## src/rtl/topo_pkg.sv

```systemverilog
// Shared definitions for the whack-a-mole grid controller.
//   - Colour codes driven per cell to the VGA renderer.
//   - Spawn LFSR taps and its next-state helper.
//   - Per-cell timer widths.
package topo_pkg;

    localparam logic [2:0] RGB_GREEN  = 3'b010;
    localparam logic [2:0] RGB_YELLOW = 3'b110;
    localparam logic [2:0] RGB_BLUE   = 3'b001;
    localparam logic [2:0] RGB_RED    = 3'b100;

    // x^16 + x^14 + x^13 + x^11 + 1, Fibonacci form shifting towards the MSB:
    // feedback is the XOR of state bits 15, 13, 12 and 10.
    localparam logic [15:0] LFSR_TAPS = 16'hB400;

    localparam int LIFE_W  = 8;
    localparam int FLASH_W = 3;
    localparam int SPAWN_W = 8;

    function automatic logic [15:0] lfsr_next(input logic [15:0] s);
        return {s[14:0], ^(s & LFSR_TAPS)};
    endfunction

endpackage

```

## src/rtl/topo_cell_timer.sv

```systemverilog
// One mole cell: presence flag, lifetime counter and post-hit flash counter.
// Ports:
//   clock, reset  system clock, asynchronous active-high reset
//   tick          timebase strobe; both counters only move on tick
//   place         place a mole here (ignored if a mole is already present)
//   strike        strike this cell (acts only if a mole is present)
//   present       registered mole-present flag
//   expire        combinational: the mole runs out of life at this edge
//   flashing      registered: flash counter non-zero
module topo_cell_timer
    import topo_pkg::*;
#(
    parameter int LIFE_TICKS  = 60,
    parameter int FLASH_TICKS = 3
) (
    input  logic clock,
    input  logic reset,
    input  logic tick,
    input  logic place,
    input  logic strike,
    output logic present,
    output logic expire,
    output logic flashing
);

    logic               present_q, present_d;
    logic [LIFE_W-1:0]  life_q, life_d;
    logic [FLASH_W-1:0] flash_q, flash_d;

    always_ff @(posedge clock or posedge reset) begin
        if (reset) begin
            present_q <= 1'b0;
            life_q    <= '0;
            flash_q   <= '0;
        end else begin
            present_q <= present_d;
            life_q    <= life_d;
            flash_q   <= flash_d;
        end
    end

    always_comb begin
        present_d = present_q;
        life_d    = life_q;
        flash_d   = flash_q;
        expire    = 1'b0;

        if (tick && flash_q != '0) begin
            flash_d = flash_q - 1'b1;
        end

        // A strike takes precedence over expiry in the same cycle, so a
        // mole on its last tick still counts as hit rather than escaped.
        if (strike && present_q) begin
            present_d = 1'b0;
            life_d    = '0;
            flash_d   = FLASH_W'(FLASH_TICKS);
        end else if (place && !present_q) begin
            present_d = 1'b1;
            life_d    = LIFE_W'(LIFE_TICKS);
        end else if (present_q && tick && life_q != '0) begin
            life_d = life_q - 1'b1;
            if (life_q == LIFE_W'(1)) begin
                present_d = 1'b0;
                expire    = 1'b1;
            end
        end
    end

    assign present  = present_q;
    assign flashing = (flash_q != '0);

endmodule

```

## src/rtl/topo_grid_ctrl.sv

```systemverilog
// Whack-a-mole grid controller: N_CELLS timed mole cells, selection cursor,
// strike resolution, saturating score, pseudo-random spawning and a per-cell
// 3-bit colour code for the VGA renderer.
// Ports:
//   clock, reset          system clock, asynchronous active-high reset
//   tick                  timebase strobe for all timers
//   move_next, move_prev  cursor step pulses (both together: no move)
//   golpe                 strike at the current cursor
//   place_en, place_idx   external placement request (out-of-range ignored)
//   cursor                selected cell
//   topo                  mole-present vector
//   hit, miss, escape     registered one-cycle event pulses
//   score                 saturating hit count
//   rgb                   cell i colour at [3i+2:3i], combinational
module topo_grid_ctrl
    import topo_pkg::*;
#(
    parameter int          N_CELLS     = 9,
    parameter int          SEL_W       = 4,
    parameter int          LIFE_TICKS  = 60,
    parameter int          SPAWN_TICKS = 30,
    parameter int          FLASH_TICKS = 3,
    parameter int          SCORE_W     = 8,
    parameter logic [15:0] LFSR_SEED   = 16'hACE1
) (
    input  logic                   clock,
    input  logic                   reset,
    input  logic                   tick,
    input  logic                   move_next,
    input  logic                   move_prev,
    input  logic                   golpe,
    input  logic                   place_en,
    input  logic [SEL_W-1:0]       place_idx,
    output logic [SEL_W-1:0]       cursor,
    output logic [N_CELLS-1:0]     topo,
    output logic                   hit,
    output logic                   miss,
    output logic                   escape,
    output logic [SCORE_W-1:0]     score,
    output logic [3*N_CELLS-1:0]   rgb
);

    localparam logic [SEL_W-1:0]   LAST_CELL  = SEL_W'(N_CELLS - 1);
    localparam logic [SEL_W:0]     N_CELLS_X  = (SEL_W + 1)'(N_CELLS);
    localparam logic [15:0]        LFSR_MOD   = 16'(N_CELLS);
    localparam logic [SPAWN_W-1:0] SPAWN_LAST = SPAWN_W'(SPAWN_TICKS - 1);

    logic [SEL_W-1:0]   cursor_q, cursor_d;
    logic [15:0]        lfsr_q, lfsr_d;
    logic [SPAWN_W-1:0] spawn_q, spawn_d;
    logic [SCORE_W-1:0] score_q, score_d;
    logic               hit_q, hit_d;
    logic               miss_q, miss_d;
    logic               escape_q, escape_d;

    logic [N_CELLS-1:0] present;
    logic [N_CELLS-1:0] expire;
    logic [N_CELLS-1:0] flashing;
    logic [N_CELLS-1:0] strike_v;
    logic [N_CELLS-1:0] place_v;

    logic               spawn_try;
    logic [SEL_W-1:0]   spawn_idx;
    logic               ext_ok;
    logic               tgt_valid;
    logic [SEL_W-1:0]   tgt_idx;

    always_ff @(posedge clock or posedge reset) begin
        if (reset) begin
            cursor_q <= '0;
            lfsr_q   <= LFSR_SEED;
            spawn_q  <= '0;
            score_q  <= '0;
            hit_q    <= 1'b0;
            miss_q   <= 1'b0;
            escape_q <= 1'b0;
        end else begin
            cursor_q <= cursor_d;
            lfsr_q   <= lfsr_d;
            spawn_q  <= spawn_d;
            score_q  <= score_d;
            hit_q    <= hit_d;
            miss_q   <= miss_d;
            escape_q <= escape_d;
        end
    end

    always_comb begin
        cursor_d = cursor_q;
        if (move_next && !move_prev) begin
            cursor_d = (cursor_q == LAST_CELL) ? '0 : cursor_q + 1'b1;
        end else if (move_prev && !move_next) begin
            cursor_d = (cursor_q == '0) ? LAST_CELL : cursor_q - 1'b1;
        end
    end

    assign lfsr_d = lfsr_next(lfsr_q);

    always_comb begin
        spawn_d   = spawn_q;
        spawn_try = 1'b0;
        if (tick) begin
            if (spawn_q == SPAWN_LAST) begin
                spawn_d   = '0;
                spawn_try = 1'b1;
            end else begin
                spawn_d = spawn_q + 1'b1;
            end
        end
    end

    assign spawn_idx = SEL_W'(lfsr_q % LFSR_MOD);

    // External placement wins over the automatic attempt; out-of-range
    // indices are dropped entirely and do not block the automatic one.
    assign ext_ok    = place_en && ({1'b0, place_idx} < N_CELLS_X);
    assign tgt_valid = ext_ok || spawn_try;
    assign tgt_idx   = ext_ok ? place_idx : spawn_idx;

    // Placement requires an empty cell before the edge; a cell being struck
    // is still present here, so it reads as occupied.
    always_comb begin
        strike_v = '0;
        place_v  = '0;
        for (int i = 0; i < N_CELLS; i++) begin
            strike_v[i] = golpe && (cursor_q == SEL_W'(i)) && present[i];
            place_v[i]  = tgt_valid && (tgt_idx == SEL_W'(i)) && !present[i];
        end
    end

    for (genvar g = 0; g < N_CELLS; g++) begin : g_cell
        topo_cell_timer #(
            .LIFE_TICKS  (LIFE_TICKS),
            .FLASH_TICKS (FLASH_TICKS)
        ) u_cell (
            .clock    (clock),
            .reset    (reset),
            .tick     (tick),
            .place    (place_v[g]),
            .strike   (strike_v[g]),
            .present  (present[g]),
            .expire   (expire[g]),
            .flashing (flashing[g])
        );
    end

    assign hit_d    = |strike_v;
    assign miss_d   = golpe && !hit_d;
    assign escape_d = |expire;

    always_comb begin
        score_d = score_q;
        if (hit_d && score_q != '1) begin
            score_d = score_q + 1'b1;
        end
    end

    always_comb begin
        rgb = '0;
        for (int i = 0; i < N_CELLS; i++) begin
            if (cursor_q == SEL_W'(i)) begin
                rgb[3*i +: 3] = RGB_YELLOW;
            end else if (flashing[i]) begin
                rgb[3*i +: 3] = RGB_RED;
            end else if (present[i]) begin
                rgb[3*i +: 3] = RGB_BLUE;
            end else begin
                rgb[3*i +: 3] = RGB_GREEN;
            end
        end
    end

    assign cursor = cursor_q;
    assign topo   = present;
    assign hit    = hit_q;
    assign miss   = miss_q;
    assign escape = escape_q;
    assign score  = score_q;

endmodule

```

## config.mk

```make
export PLATFORM = sky130hd
export DESIGN_NAME = topo_grid_ctrl
export DESIGN_NICKNAME = d
export VERILOG_FILES = /design/src/rtl/topo_pkg.sv /design/src/rtl/topo_cell_timer.sv /design/src/rtl/topo_grid_ctrl.sv
export SDC_FILE = /design/constraint.sdc
export NUM_CORES = 1
export LEC_CHECK = 0
export CAP_MARGIN = 10
export CORE_MARGIN = 10
export CORE_UTILIZATION = 56
export CTS_BUF_LIST = sky130_fd_sc_hd__clkbuf_16
export CTS_CLUSTER_DIAMETER = 150
export CTS_CLUSTER_SIZE = 8
export DETAILED_ROUTE_END_ITERATION = 6
export MAX_ROUTING_LAYER = met4
export PLACE_DENSITY = 0.78
export SLEW_MARGIN = 20
export SYNTH_ARGS = -nofsm -noshare
export SYNTH_HDL_FRONTEND = slang
export SYNTH_SLANG_ARGS = --single-unit
```

## constraint.sdc

```tcl
create_clock -name clock -period 10.87 [get_ports clock]
set_input_delay 1.087 -clock clock [delete_from_list [all_inputs] [get_ports clock]]
set_output_delay 1.087 -clock clock [all_outputs]
set_load 0.005 [all_outputs]
```

=== After elaboration in Yosys (flattened, before gate mapping) ===
Cells that the tools add are included.
Widths: inputs -> output; s select.

* Memories: 0
* Word-level logic and storage cells: 396
* Bits in read-only memories: 0
* Register bits after elaboration: 147
* Memory bits (writable): 0
* Bits in latches: 0
* Output and inout port bits: 51

* Reduce and logical (&&, ||, !) cells: 159
* Multiply operators: 0
* Magnitude comparators: 1
* Divide/modulo/power cells: 1
* Bitwise gates (word level): 0
* Shift-type cells: 0
* Multiplexer cells: 152
* $add $sub $neg: 22
* Equal/unequal tests: 27

{| class="wikitable"
|+ Operators with widths
! kind !! number
|-
| $mux 8 || 28
|-
| $mux 3 || 36
|-
| $logic_and 1x1->1 || 86
|-
| $reduce_bool 3->1 || 27
|-
| $mux 1 || 74
|-
| $eq 8x1->1 const B || 9
|-
| $reduce_bool 8->1 || 9
|-
| $sub 8x1->8 const B || 9
|-
| $eq 4x3->1 const B || 8
|-
| $sub 3x1->3 const B || 9
|-
| $mux 4 || 5
|-
| $reduce_bool 2->1 || 10
|-
| $mux 2 || 9
|-
| $reduce_and 2->1 || 9
|-
| $reduce_or 9->1 || 2
|-
| $add 8x1->8 const B || 2
|-
| $eq 4x2->1 const B || 4
|-
| $mod 16x4->16 const B || 1
|-
| $reduce_xor 16->1 || 1
|-
| $logic_not 1->1 || 12
|-
| $eq 4x1->1 const B || 2
|-
| $eq 4x4->1 const B || 2
|-
| $eq 8x5->1 const B || 1
|-
| $logic_not 4->1 || 2
|-
| other kinds (5) || 5
|}

=== Logic depth before layout (Yosys ltp) ===
Gate-level depths: netlist (run 1).

* Word-level depth: 10
* Gate-level depth with buffers: 49
* Mapped depth without buffers: 41

=== Cells and area by module ===
A second synthesis (run 1) with hierarchy kept.

* Cell total of the unflattened synthesis: 1422
* Area, all modules: 12550.8 um^2

{| class="wikitable"
|+ By module, submodules not included
! module !! instances !! sequential area each (um^2) !! cells an instance !! area an instance (um^2)
|-
| topo_cell_timer || 9 || 300.3 || 75 || 760.7
|-
| topo_grid_ctrl || 1 || 985.9 || 747 || 5704.2
|}

=== Worst setup path after synthesis (run 1) ===
No wires, ideal clock.

* Path kind: register to register
* Start: register lfsr_q[13]
* End: register g_cell[3].u_cell.life_q[1]
* Setup slack: -198 ps
* Arrival time: 10947 ps
* Period minus slack after synthesis: 11068 ps
* Cell stages (with the launch flop): 48
* Buffers on the path: 6
* Path through: dfstp_2 -> inv_1 -> ha_1 -> buf_2 -> buf_2 -> nor2_1 -> o21ai_1 -> a2111oi_2 -> a211oi_1 -> a2111oi_1 -> a2bb2oi_1 -> o31ai_2 -> and3_1 -> buf_6 -> o2111a_1 -> or2_1 -> buf_2 -> mux2i_4 -> (+12 left out) -> ha_1 -> a21oi_1 -> nor2_1 -> a211oi_4 -> nand4_4 -> nor2_1 -> xnor2_1 -> ha_1 -> nor2b_1 -> nand2_1 -> and3_1 -> a221o_1 -> nor4b_4 -> mux2_4 -> o311a_2 -> or4_1 -> buf_2 -> a41o_1

* Word-level cells in the longest chain between the ends: 8

{| class="wikitable"
|+ Ends and longest elaborated chain
! item !! RTL line !! RTL
|-
| from (decl) || topo_grid_ctrl.sv:49 || <nowiki>logic [15:0] lfsr_q, lfsr_d;</nowiki>
|-
| from (signal assigned) || topo_grid_ctrl.sv:79 || <nowiki>lfsr_q <= lfsr_d;</nowiki>
|-
| $mod 16x4->16 (*) || topo_grid_ctrl.sv:112 || <nowiki>assign spawn_idx = SEL_W'(lfsr_q % LFSR_MOD);</nowiki>
|-
| $mux 4 (*) || topo_grid_ctrl.sv:118 || <nowiki>assign tgt_idx = ext_ok ? place_idx : spawn_idx;</nowiki>
|-
| $eq 4x2->1 (*) || topo_grid_ctrl.sv:127 || <nowiki>place_v[i] = tgt_valid && (tgt_idx == SEL_W'(i)) && !present[i];</nowiki>
|-
| $logic_and 1x1->1 (*) (2 in series) || topo_grid_ctrl.sv:127 ||
|-
| $logic_and 1x1->1 (*) || topo_cell_timer.sv:58 || <nowiki>end else if (place && !present_q) begin</nowiki>
|-
| $mux 8 || topo_cell_timer.sv:58 ||
|-
| $mux 8 || topo_cell_timer.sv:54 || <nowiki>if (strike && present_q) begin</nowiki>
|-
| to (signal assigned) || topo_cell_timer.sv:37 || <nowiki>life_q <= life_d;</nowiki>
|-
| to (decl) || topo_cell_timer.sv:27 || <nowiki>logic [LIFE_W-1:0] life_q, life_d;</nowiki>
|}

Mark *: on every way between the ends. The rest lies on a longest branch, timed or not.
A chain may end at the register's enable or synchronous reset.

=== Worst setup path in the final report (run 1) ===
* Start: register lfsr_q[13]
* End: register g_cell[1].u_cell.life_q[6]

* Word-level cells in the longest chain between the ends: 8

{| class="wikitable"
|+ Ends and longest elaborated chain
! item !! RTL line
|-
| $mod 16x4->16 (*) || topo_grid_ctrl.sv:112
|-
| $mux 4 (*) || topo_grid_ctrl.sv:118
|-
| $eq 4x1->1 (*) || topo_grid_ctrl.sv:127
|-
| $logic_and 1x1->1 (*) (2 in series) || topo_grid_ctrl.sv:127
|-
| $logic_and 1x1->1 (*) || topo_cell_timer.sv:58
|-
| $mux 8 || topo_cell_timer.sv:58
|-
| $mux 8 || topo_cell_timer.sv:54
|-
| to (signal assigned) || topo_cell_timer.sv:37
|-
| to (decl) || topo_cell_timer.sv:27
|}

Marked as above.

==> results of run 1 <==
[power groups by stage]
stage	Sequential [mW]	Combinational, mW	Clock (mW)
final	0.992	1.01	0.599
after global routing	1.02	1.15	0.630
after CTS	0.986	1.01	0.606
after detailed placement	0.991	1.00	0
after global placement	0.980	0.961	0
after floorplan	0.930	0.710	0
[state kept, by name, indices dropped and copies added (netlist names)]
name                   cells
hit                        1
score                      8
cursor                     4
escape                     1
g_cell.u_cell.flash_q     27
miss                       1
lfsr_q                    16
g_cell.u_cell.life_q      72
g_cell.u_cell.present      9
spawn_q                    8
[final cells by class]
class / count / area, sq um / area share, %
sequential: 147 / 3690 / 26.1
inverter: 71 / 272 / 1.92
clock buffer: 17 / 425 / 3.01
timing repair buffer: 151 / 1310 / 9.26
tap: 270 / 338 / 2.39
clock inverter: 15 / 171 / 1.21
multi-input combinational: 1097 / 7940 / 56.1
[logic make-up (layout without fill, tap and decap cells)]
kind of cell,count (synthesis),count (layout),synth area share (%)
fa+ha+maj,61,61,6.48
xor+xnor,87,87,6.52
buf+inv,131,254,5.05
simple gates,575,576,26.3
flops,147,147,31.5
compound gates,353,353,22.0
mux,20,20,2.13
[synthesized netlist by cell type (14+ instances only)]
master	number
a21o_1	17
a21oi_1	83
and3_1	38
buf_2	16
clkbuf_1	27
dfrtp_1	139
ha_1	59
inv_1	71
nand2_1	135
nand2b_1	34
nand3_1	62
nand4_1	14
nor2_1	89
nor3_1	73
o211ai_1	22
o21ai_0	53
or3_1	16
xnor2_1	56
xor2_1	31
[worst paths after layout]
kind | slack [ns] | depth (start not counted) | to
worst max register to register | 0.25 | 46 | g_cell[1].u_cell.life_q[6]$_DFFE_PP0P_
worst min-delay path | 0.40 | 0 | lfsr_q[11]$_DFF_PP1_
min in group asynchronous | 1.13 | 2 | lfsr_q[3]$_DFF_PP0_
worst max-delay path | 0.25 | 46 | g_cell[1].u_cell.life_q[6]$_DFFE_PP0P_
worst min register to register | 0.40 | 0 | lfsr_q[11]$_DFF_PP1_
max in group asynchronous | 8.60 | 3 | g_cell[1].u_cell.life_q[2]$_DFFE_PP0P_
[through the flow]
stage | worst slack (ns) | TNS [ns] | util (%) | hold slack (ns) | instances
detailed placement | -0.368 | -14.32 | 63.1 | 0.395 | 1711
global route | -0.257 | -8.28 | 69.5 | 0.414 | 1768
floorplan | 0.0147 | 0 | - | 0.352 | 1374
CTS | 0.000968 | 0 | 66.8 | 0.405 | 1748
finish | 0.253 | 0 | 69.5 | 0.404 | 1768
global placement | 0.0289 | 0 | 63.1 | 0.395 | 1711
[routing by layer]
layer	vias to the layer above	GRT usage, %	routed length [microns]
met4	0	5.27	422
li1	5261	-	-
met5	-	-	0
met2	368	34.9	14700
met1	5332	31.3	14100
met3	52	3.86	1940
[repair_timing]
action | in CTS | in global routing
gates resized for setup | 27 | 76
buffers inserted | 5 | 19
setup endpoints to repair | 79 | 81
pin swaps | 9 | 37
cloned | 0 | 1
[critical path, delay by kind of cell, from the launching register on]
kind            cells  cell delay [ns]
simple gates       15             3.64
compound gates     18             4.04
fa+ha+maj           3             0.62
mux                 1             0.35
xor+xnor            2             0.32
flops               1             0.53
buf+inv             7             0.99
==> metrics.yaml, run 1 <==
timing:
  finalMaxSlewViolations: 0
  min_period_over_period_pct: 97.7
  finalSetupViolations: 0
  report.final.hold_viol_count: 0
  post-route-min-period_ns: 10.62
  max_freq_mhz: 94.2
  skew_ns: 0.00983
  max-slew-margin-rel_pct: 35.3
  max_slew.worst_pin.slew_ns: 0.966
  rsz0062_at_grt: "true"
clock_network:
  cts_buffers: 17
  cts_tree: "done"
  hold_buffers: 0
  ctsRootBufferMaster: "clkbuf_16"
  clock_sinks: 147
  ctsLongestPathBuffers: 2
  clk_latency_ns: 0.43
  h-tree-depth: 4
  cts.clk_slew.worst_paths_ns: 0.06
die:
  core.rowCount: 52
  die_height_microns: 164
  die_w_microns: 164
  initial_core_util_pct: 57.4
  core-area_sq_mm: 0.0204
  pin_count: 62
  dieArea_sq_mm: 0.0271
status:
  status: "complete, no violations"
worst_setup_path:
  critPathSlowestCell: "or4_4"
  r2r-start: "lfsr_q[13]$_DFF_PP1_"
  cp_common_cell: "buf_4"
  path_max_fanout: 7
  cp-start-kind: "flip-flop"
  arrival_ns: 10.93
  end_kind: "flip-flop"
  worst-setup-path-type: "flip-flop to flip-flop"
  worstSetupStartpoint: "lfsr_q[13]$_DFF_PP1_"
  required_ns: 11.19
  slowest_delay_ns: 0.57
synthesis:
  yosysTopAreaCell: "dfrtp_1"
  synth_flop_cell: "dfrtp_1"
  ys_ff_latch: 147
  avgSynthCellArea_sq_um: 8.51
  synth_edf_count: 0
  synthDominantCellAreaShare_pct: 29.7
  ys_seq_area_share_pct: 31.5
  synthArstFlopShare_pct: 100
  synth_warnings: 0
  synth_area_sq_mm: 0.0117
  synth.distinct_cells: 113
  synth.area.top_cells: "dfrtp_1 30%, ha_1 6.3%, nand2_1 4.3%"
  synth_cells: 1374
  syn-num-nets: 1444
detailed_routing:
  num_vias: 11000
  routed_wl_microns: 31200
  drtIter0Drc: 1175
  drtPass1Iterations: 5
  via_per_inst: 6.23
  drc: 0
  drtAntennaViolNets: 0
  post_drt_wl_per_cell_microns: 17.6
cells_and_area:
  area_delta_synth_final_pct: 21.0
  nNetsFinal: 1555
  layout_commonest_cell: "dfrtp_1"
  antennaDiodeCount: 0
  layout_common_cells: "139 x dfrtp_1, 134 x nand2_1, 86 x buf_4, 85 x nor2_1, 76 x a21oi_1"
  final.fill_count: 1586
  design_area_sq_mm: 0.0141
  drive_above_1_share_pct: 17.5
placement:
  placed_area_sq_mm: 0.0128
  gp_congestion: 0.911
  portBuffers: 61
  hpwl_microns: 22000
power_and_ir_drop:
  p_sw_share_pct: 37.8
  p_comb_share_pct: 38.8
  leakage_nw: 6.11
  peakVddDrop_mv: 0.159
  pwr-share-clk_pct: 23.0
  power.share.sequential_pct: 38.1
  finalPower_mw: 2.60
  p_sw_uw: 982
  p_int_mw: 1.62
  powerDensity_mw_per_mm2: 184
global_routing:
  track_usage_pct: 22.9
  grt_pass1_wl_microns: 50300
  grt_pass1_vias: 10200
  overflow: 0
  grt_start_max_net_pins: 81
  antenna_found_initial: 0
min_path:
  hold_path.class: "flip-flop to flip-flop"
  worstHoldStart: "lfsr_q[10]$_DFF_PP1_"
flow_run:
  cap_violations: 0
Power figures use the tool's default switching activity.
==> inputs of run 2 (changes only) <==
CELL_PAD_IN_SITES_DETAIL_PLACEMENT = 0   (was default)
CELL_PAD_IN_SITES_GLOBAL_PLACEMENT = 2   (was default)
CORE_UTILIZATION = 34   (was 56)
PLACE_DENSITY = default   (was 0.78)
PLACE_DENSITY_LB_ADDON = 0.1   (was default)
TNS_END_PERCENT = 20   (was default)
==> metrics.yaml, run 2 (synthesis results as in run 1) <==
die:
  core-area_sq_mm: 0.0337
  dieArea_sq_mm: 0.0422
  pin_count: 62
  core.rowCount: 67
  initial_core_util_pct: 34.7
  die_w_microns: 205
  die_height_microns: 205
cells_and_area:
  nNetsFinal: 1605
  area_delta_synth_final_pct: 26.5
  layout_common_cells: "138 x dfrtp_1, 136 x buf_4, 133 x nand2_1, 86 x nor2_1, 78 x a21oi_1"
  largest_reg_flops: 72
  drive_above_1_share_pct: 20.5
  layout_top_registers: "g_cell.u_cell.life_q x72, g_cell.u_cell.flash_q x27, lfsr_q x16"
  top_register: "g_cell.u_cell.life_q"
  design_area_sq_mm: 0.0148
  post-route-util_pct: 43.9
  final.fill_count: 3364
  final_cells: 1997
  layout_commonest_cell: "dfrtp_1"
clock_network:
  clock_sinks: 147
  cts.clk_slew.worst_paths_ns: 0.07
  ctsRootBufferMaster: "clkbuf_16"
  hold_buffers: 0
  h-tree-depth: 4
  cts_tree: "done"
  cts_buffers: 17
  clk_latency_ns: 0.43
  ctsLongestPathBuffers: 2
detailed_routing:
  post_drt_wl_per_cell_microns: 17.1
  drtAntennaViolNets: 0
  via_per_inst: 5.37
  routed_wl_microns: 34200
  num_vias: 10700
  drtPass1Iterations: 7
  drtIter0Drc: 614
  drc: 0
worst_setup_path:
  worst-setup-path-type: "flip-flop to flip-flop"
  path_max_fanout: 8
  r2r-start: "lfsr_q[13]$_DFF_PP1_"
  end_kind: "flip-flop"
  arrival_ns: 10.89
  cp-start-kind: "flip-flop"
  critPathSlowestCell: "or4_4"
  worstSetupStartpoint: "lfsr_q[13]$_DFF_PP1_"
  required_ns: 11.23
  slowest_delay_ns: 0.54
placement:
  hpwl_microns: 25100
  placed_area_sq_mm: 0.0133
  dp_cells: 1922
  gp_congestion: 0.851
  portBuffers: 61
power_and_ir_drop:
  powerDensity_mw_per_mm2: 175
  p_sw_share_pct: 37.6
  p_sw_uw: 975
  pwr-share-clk_pct: 23.3
  p_int_mw: 1.62
  peakVddDrop_mv: 0.115
  p_comb_share_pct: 38.6
  power.share.sequential_pct: 38.1
  leakage_nw: 6.38
timing:
  max-slew-margin-rel_pct: 35.3
  max_freq_mhz: 94.9
  rsz0062_at_grt: "true"
  whs_ns: 0.407
  finalMaxSlewViolations: 0
  finalSetupViolations: 0
  max_slew.worst_pin.slew_ns: 0.971
  skew_ns: 0.00773
  min_period_over_period_pct: 96.9
  report.final.hold_viol_count: 0
  post-route-min-period_ns: 10.53
  finalSetupTns_ns: 0
min_path:
  worstHoldStart: "lfsr_q[10]$_DFF_PP1_"
  hold_path.class: "flip-flop to flip-flop"
status:
  status: "complete, no violations"
global_routing:
  grt_start_max_net_pins: 77
  antenna_found_initial: 0
  track_usage_pct: 16.4
  overflow: 0
  grt_pass1_vias: 10300
  grt_pass1_wl_microns: 55000
flow_run:
  cap_violations: 0
[run 2: cell types whose count changed in the layout (fill, tap and decap cells not counted), moves of 3 or more]
cell      previous run  this run
nor3_2               5         2
a211oi_1            10         5
a211oi_2             1         6
nor3_1              69        72
buf_4               86       136
o21ai_1              8        12
a21oi_2              6         3
[run 2: routing by layer]
layer  share of wire [%]  up-vias  GRT usage [%]
met5                   0        -              -
met4                0.92        0           3.31
met3                 2.5       20           2.20
met2                  45      128           25.1
met1                  51     5220           22.7
li1                    -     5356              -
[run 2: worst max-delay path: cells and delay by family (launching register included)]
| family | cells | cell delay, ns |
|---|---|---|
| fa+ha+maj | 3 | 0.59 |
| simple gates | 14 | 3.41 |
| compound gates | 17 | 4.21 |
| mux | 3 | 0.77 |
| buf+inv | 5 | 0.63 |
| flops | 1 | 0.53 |
| xor+xnor | 2 | 0.28 |
[run 2: cell type report]
class	count	area, sq um	area share, %
timing repair buffer	202	1670	11.3
clock inverter	15	171	1.16
inverter	71	272	1.84
clock buffer	17	425	2.88
tap	448	561	3.79
sequential	147	3700	25.0
multi-input combinational	1096	7990	54.0
antenna	1	2.50	0.0169
[run 2: final timing paths]
path	end	slack, ns	depth (start not counted)
max in group asynchronous	g_cell[3].u_cell.life_q[7]$_DFFE_PP0P_	8.22	3
setup reg to reg	g_cell[8].u_cell.life_q[4]$_DFFE_PP0P_	0.34	44
hold reg to reg	lfsr_q[11]$_DFF_PP1_	0.41	0
setup / recovery	g_cell[8].u_cell.life_q[4]$_DFFE_PP0P_	0.34	44
hold / removal	lfsr_q[11]$_DFF_PP1_	0.41	0
min in group asynchronous	lfsr_q[2]$_DFF_PP0_	1.16	2
[run 2: power groups by stage]
stage | combinational, mW | sequential [mW] | clock (mW)
2_1_floorplan | 0.710 | 0.930 | 0
3_3_place_gp | 0.994 | 0.995 | 0
3_5_place_dp | 1.00 | 0.999 | 0
4_1_cts | 1.01 | 0.990 | 0.624
5_1_grt | 1.15 | 1.03 | 0.649
6_report | 1.00 | 0.988 | 0.605
[run 2: what timing repair did]
action,4_1_cts,5_1_grt
gates resized for setup,11,104
setup buffers,1,41
pin swaps,1,40
setup endpoints to repair,51,81
[run 2: metrics by stage]
step                      power (mW)  setup slack (ns)
after detailed placement        2.00            -0.172
after global placement          1.99           -0.0437
final                           2.59             0.335
after global routing            2.82            -0.143
after CTS                       2.63           0.00397
after floorplan                 1.64            0.0147
==> inputs of run 3 (changes only) <==
REMOVE_ABC_BUFFERS = 1   (was default)
SETUP_SLACK_MARGIN = 0.1   (was default)
==> metrics.yaml, run 3 (synthesis results as in run 1) <==
worst_setup_path:
  cp_common_cell: "buf_4"
  reg2reg_to: "g_cell[1].u_cell.life_q[4]$_DFFE_PP0P_"
  required_ns: 11.22
  end_kind: "flip-flop"
  cp-start-kind: "flip-flop"
  critPathSlowestCell: "dfstp_2"
  r2r-start: "lfsr_q[13]$_DFF_PP1_"
  worst_r2r_path_depth: 45
  worst-setup-path-type: "flip-flop to flip-flop"
  arrival_ns: 10.63
  slowest_delay_ns: 0.53
  r2r_slack_ns: 0.58
  worstSetupStartpoint: "lfsr_q[13]$_DFF_PP1_"
  path_max_fanout: 8
cells_and_area:
  post-route-util_pct: 43.3
  final_cells: 1986
  layout_commonest_cell: "dfrtp_1"
  largest_reg_flops: 72
  layout_common_cells: "139 x dfrtp_1, 132 x nand2_1, 127 x buf_4, 86 x nor2_1, 78 x a21oi_1"
  drive_above_1_share_pct: 19.6
  antennaDiodeCount: 0
  area_delta_synth_final_pct: 24.9
  top_register: "g_cell.u_cell.life_q"
  layout_top_registers: "g_cell.u_cell.life_q x72, g_cell.u_cell.flash_q x27, lfsr_q x16"
  nNetsFinal: 1595
  design_area_sq_mm: 0.0146
placement:
  dp_cells: 1933
  hpwl_microns: 24900
  preCtsSetupSlack_ns: -0.278
  portBuffers: 61
  placed_area_sq_mm: 0.0134
  gp_congestion: 0.856
timing:
  setup_slack_ns: 0.581
  max_freq_mhz: 97.2
  finalMaxSlewViolations: 0
  skew_ns: 0.0102
  report.final.hold_viol_count: 0
  rsz0062_at_grt: "false"
  max_slew.worst_pin.slew_ns: 0.925
  min_period_over_period_pct: 94.7
  post-route-min-period_ns: 10.29
  finalSetupViolations: 0
  whs_ns: 0.413
  finalSetupTns_ns: 0
  max-slew-margin-rel_pct: 38.1
detailed_routing:
  drc: 0
  via_per_inst: 5.36
  routed_wl_microns: 34200
  drtPass1Iterations: 5
  drtIter0Drc: 548
  drtAntennaViolNets: 0
  num_vias: 10600
  post_drt_wl_per_cell_microns: 17.2
clock_network:
  clock_sinks: 147
  hold_buffers: 0
  clk_latency_ns: 0.42
  cts_buffers: 17
  ctsLongestPathBuffers: 2
  h-tree-depth: 4
  cts_tree: "done"
  ctsRootBufferMaster: "clkbuf_16"
  cts.clk_slew.worst_paths_ns: 0.07
global_routing:
  overflow: 0
  antenna_found_initial: 0
  grt_pass1_wl_microns: 55500
  grt_pass1_vias: 10400
  track_usage_pct: 16.4
  grt_start_max_net_pins: 93
min_path:
  hold_path.class: "flip-flop to flip-flop"
  min_to: "lfsr_q[11]$_DFF_PP1_"
  worstHoldStart: "lfsr_q[10]$_DFF_PP1_"
  worstHoldPathCells: 0
die:
  initial_core_util_pct: 34.7
  dieArea_sq_mm: 0.0422
  pin_count: 62
  die_height_microns: 205
  core-area_sq_mm: 0.0337
  die_w_microns: 205
  core.rowCount: 67
power_and_ir_drop:
  powerDensity_mw_per_mm2: 173
  peakVddDrop_mv: 0.112
  finalPower_mw: 2.52
  leakage_nw: 6.30
flow_run:
  cap_violations: 0
status:
  status: "complete, no violations"
==> run 3: cell count changes in the layout (fill, tap and decap cells not counted), sizes merged <==
cell / delta
clkinvlp: -1
clkbuf: -2
buf: -8
diode: -1
inv: -3
clkinv: +6
bufinv: -2
==> run 3: worst max-delay path by stage <==
stage,end
3_3_place_gp,g_cell[7].u_cell.life_q[1]$_DFFE_PP0P_
3_5_place_dp,g_cell[2].u_cell.life_q[4]$_DFFE_PP0P_
4_1_cts,g_cell[1].u_cell.life_q[4]$_DFFE_PP0P_
5_1_grt,g_cell[1].u_cell.life_q[4]$_DFFE_PP0P_
2_1_floorplan,g_cell[6].u_cell.life_q[1]$_DFFE_PP0P_
6_report,g_cell[1].u_cell.life_q[4]$_DFFE_PP0P_
==> run 3: what timing repair did <==
item,CTS,global route
gates resized for setup,16,89
buffers inserted,4,17
setup endpoints to repair,80,81
pin swaps,5,32
==> run 3: final cells by class <==
| cell class | count | area [sq um] |
|---|---|---|
| Clock buffer | 17 | 425 |
| Clock inverter | 15 | 96.3 |
| Fill cell | 3365 | 19100 |
| Inverter | 71 | 272 |
| Multi-Input combinational cell | 1096 | 7950 |
| Sequential cell | 147 | 3700 |
| Tap cell | 448 | 561 |
| Timing Repair Buffer | 192 | 1610 |
==> run 3: power breakdown <==
group          total, mW  internal (mW)  switching, mW
Clock              0.535          0.289          0.246
Sequential         0.992          0.769          0.222
Combinational      0.997          0.504          0.493
Total               2.52           1.56          0.962
==> run 3: worst max-delay path, delay by kind of cell, from the launching register on <==
family | cells | cell delay, ns
compound gates | 15 | 3.18
xor+xnor | 2 | 0.29
fa+ha+maj | 3 | 0.60
buf+inv | 6 | 0.84
flops | 1 | 0.53
mux | 3 | 0.87
simple gates | 16 | 3.90
==> run 3: metal layers <==
layer  vias up  part of all wire (%)  track usage [%]
li1       5334                     -                -
met1      5172                    51             22.8
met2       120                    45             24.8
met3        15                   3.2             2.86
met4         0                  0.59             2.57
met5         -                     0                -
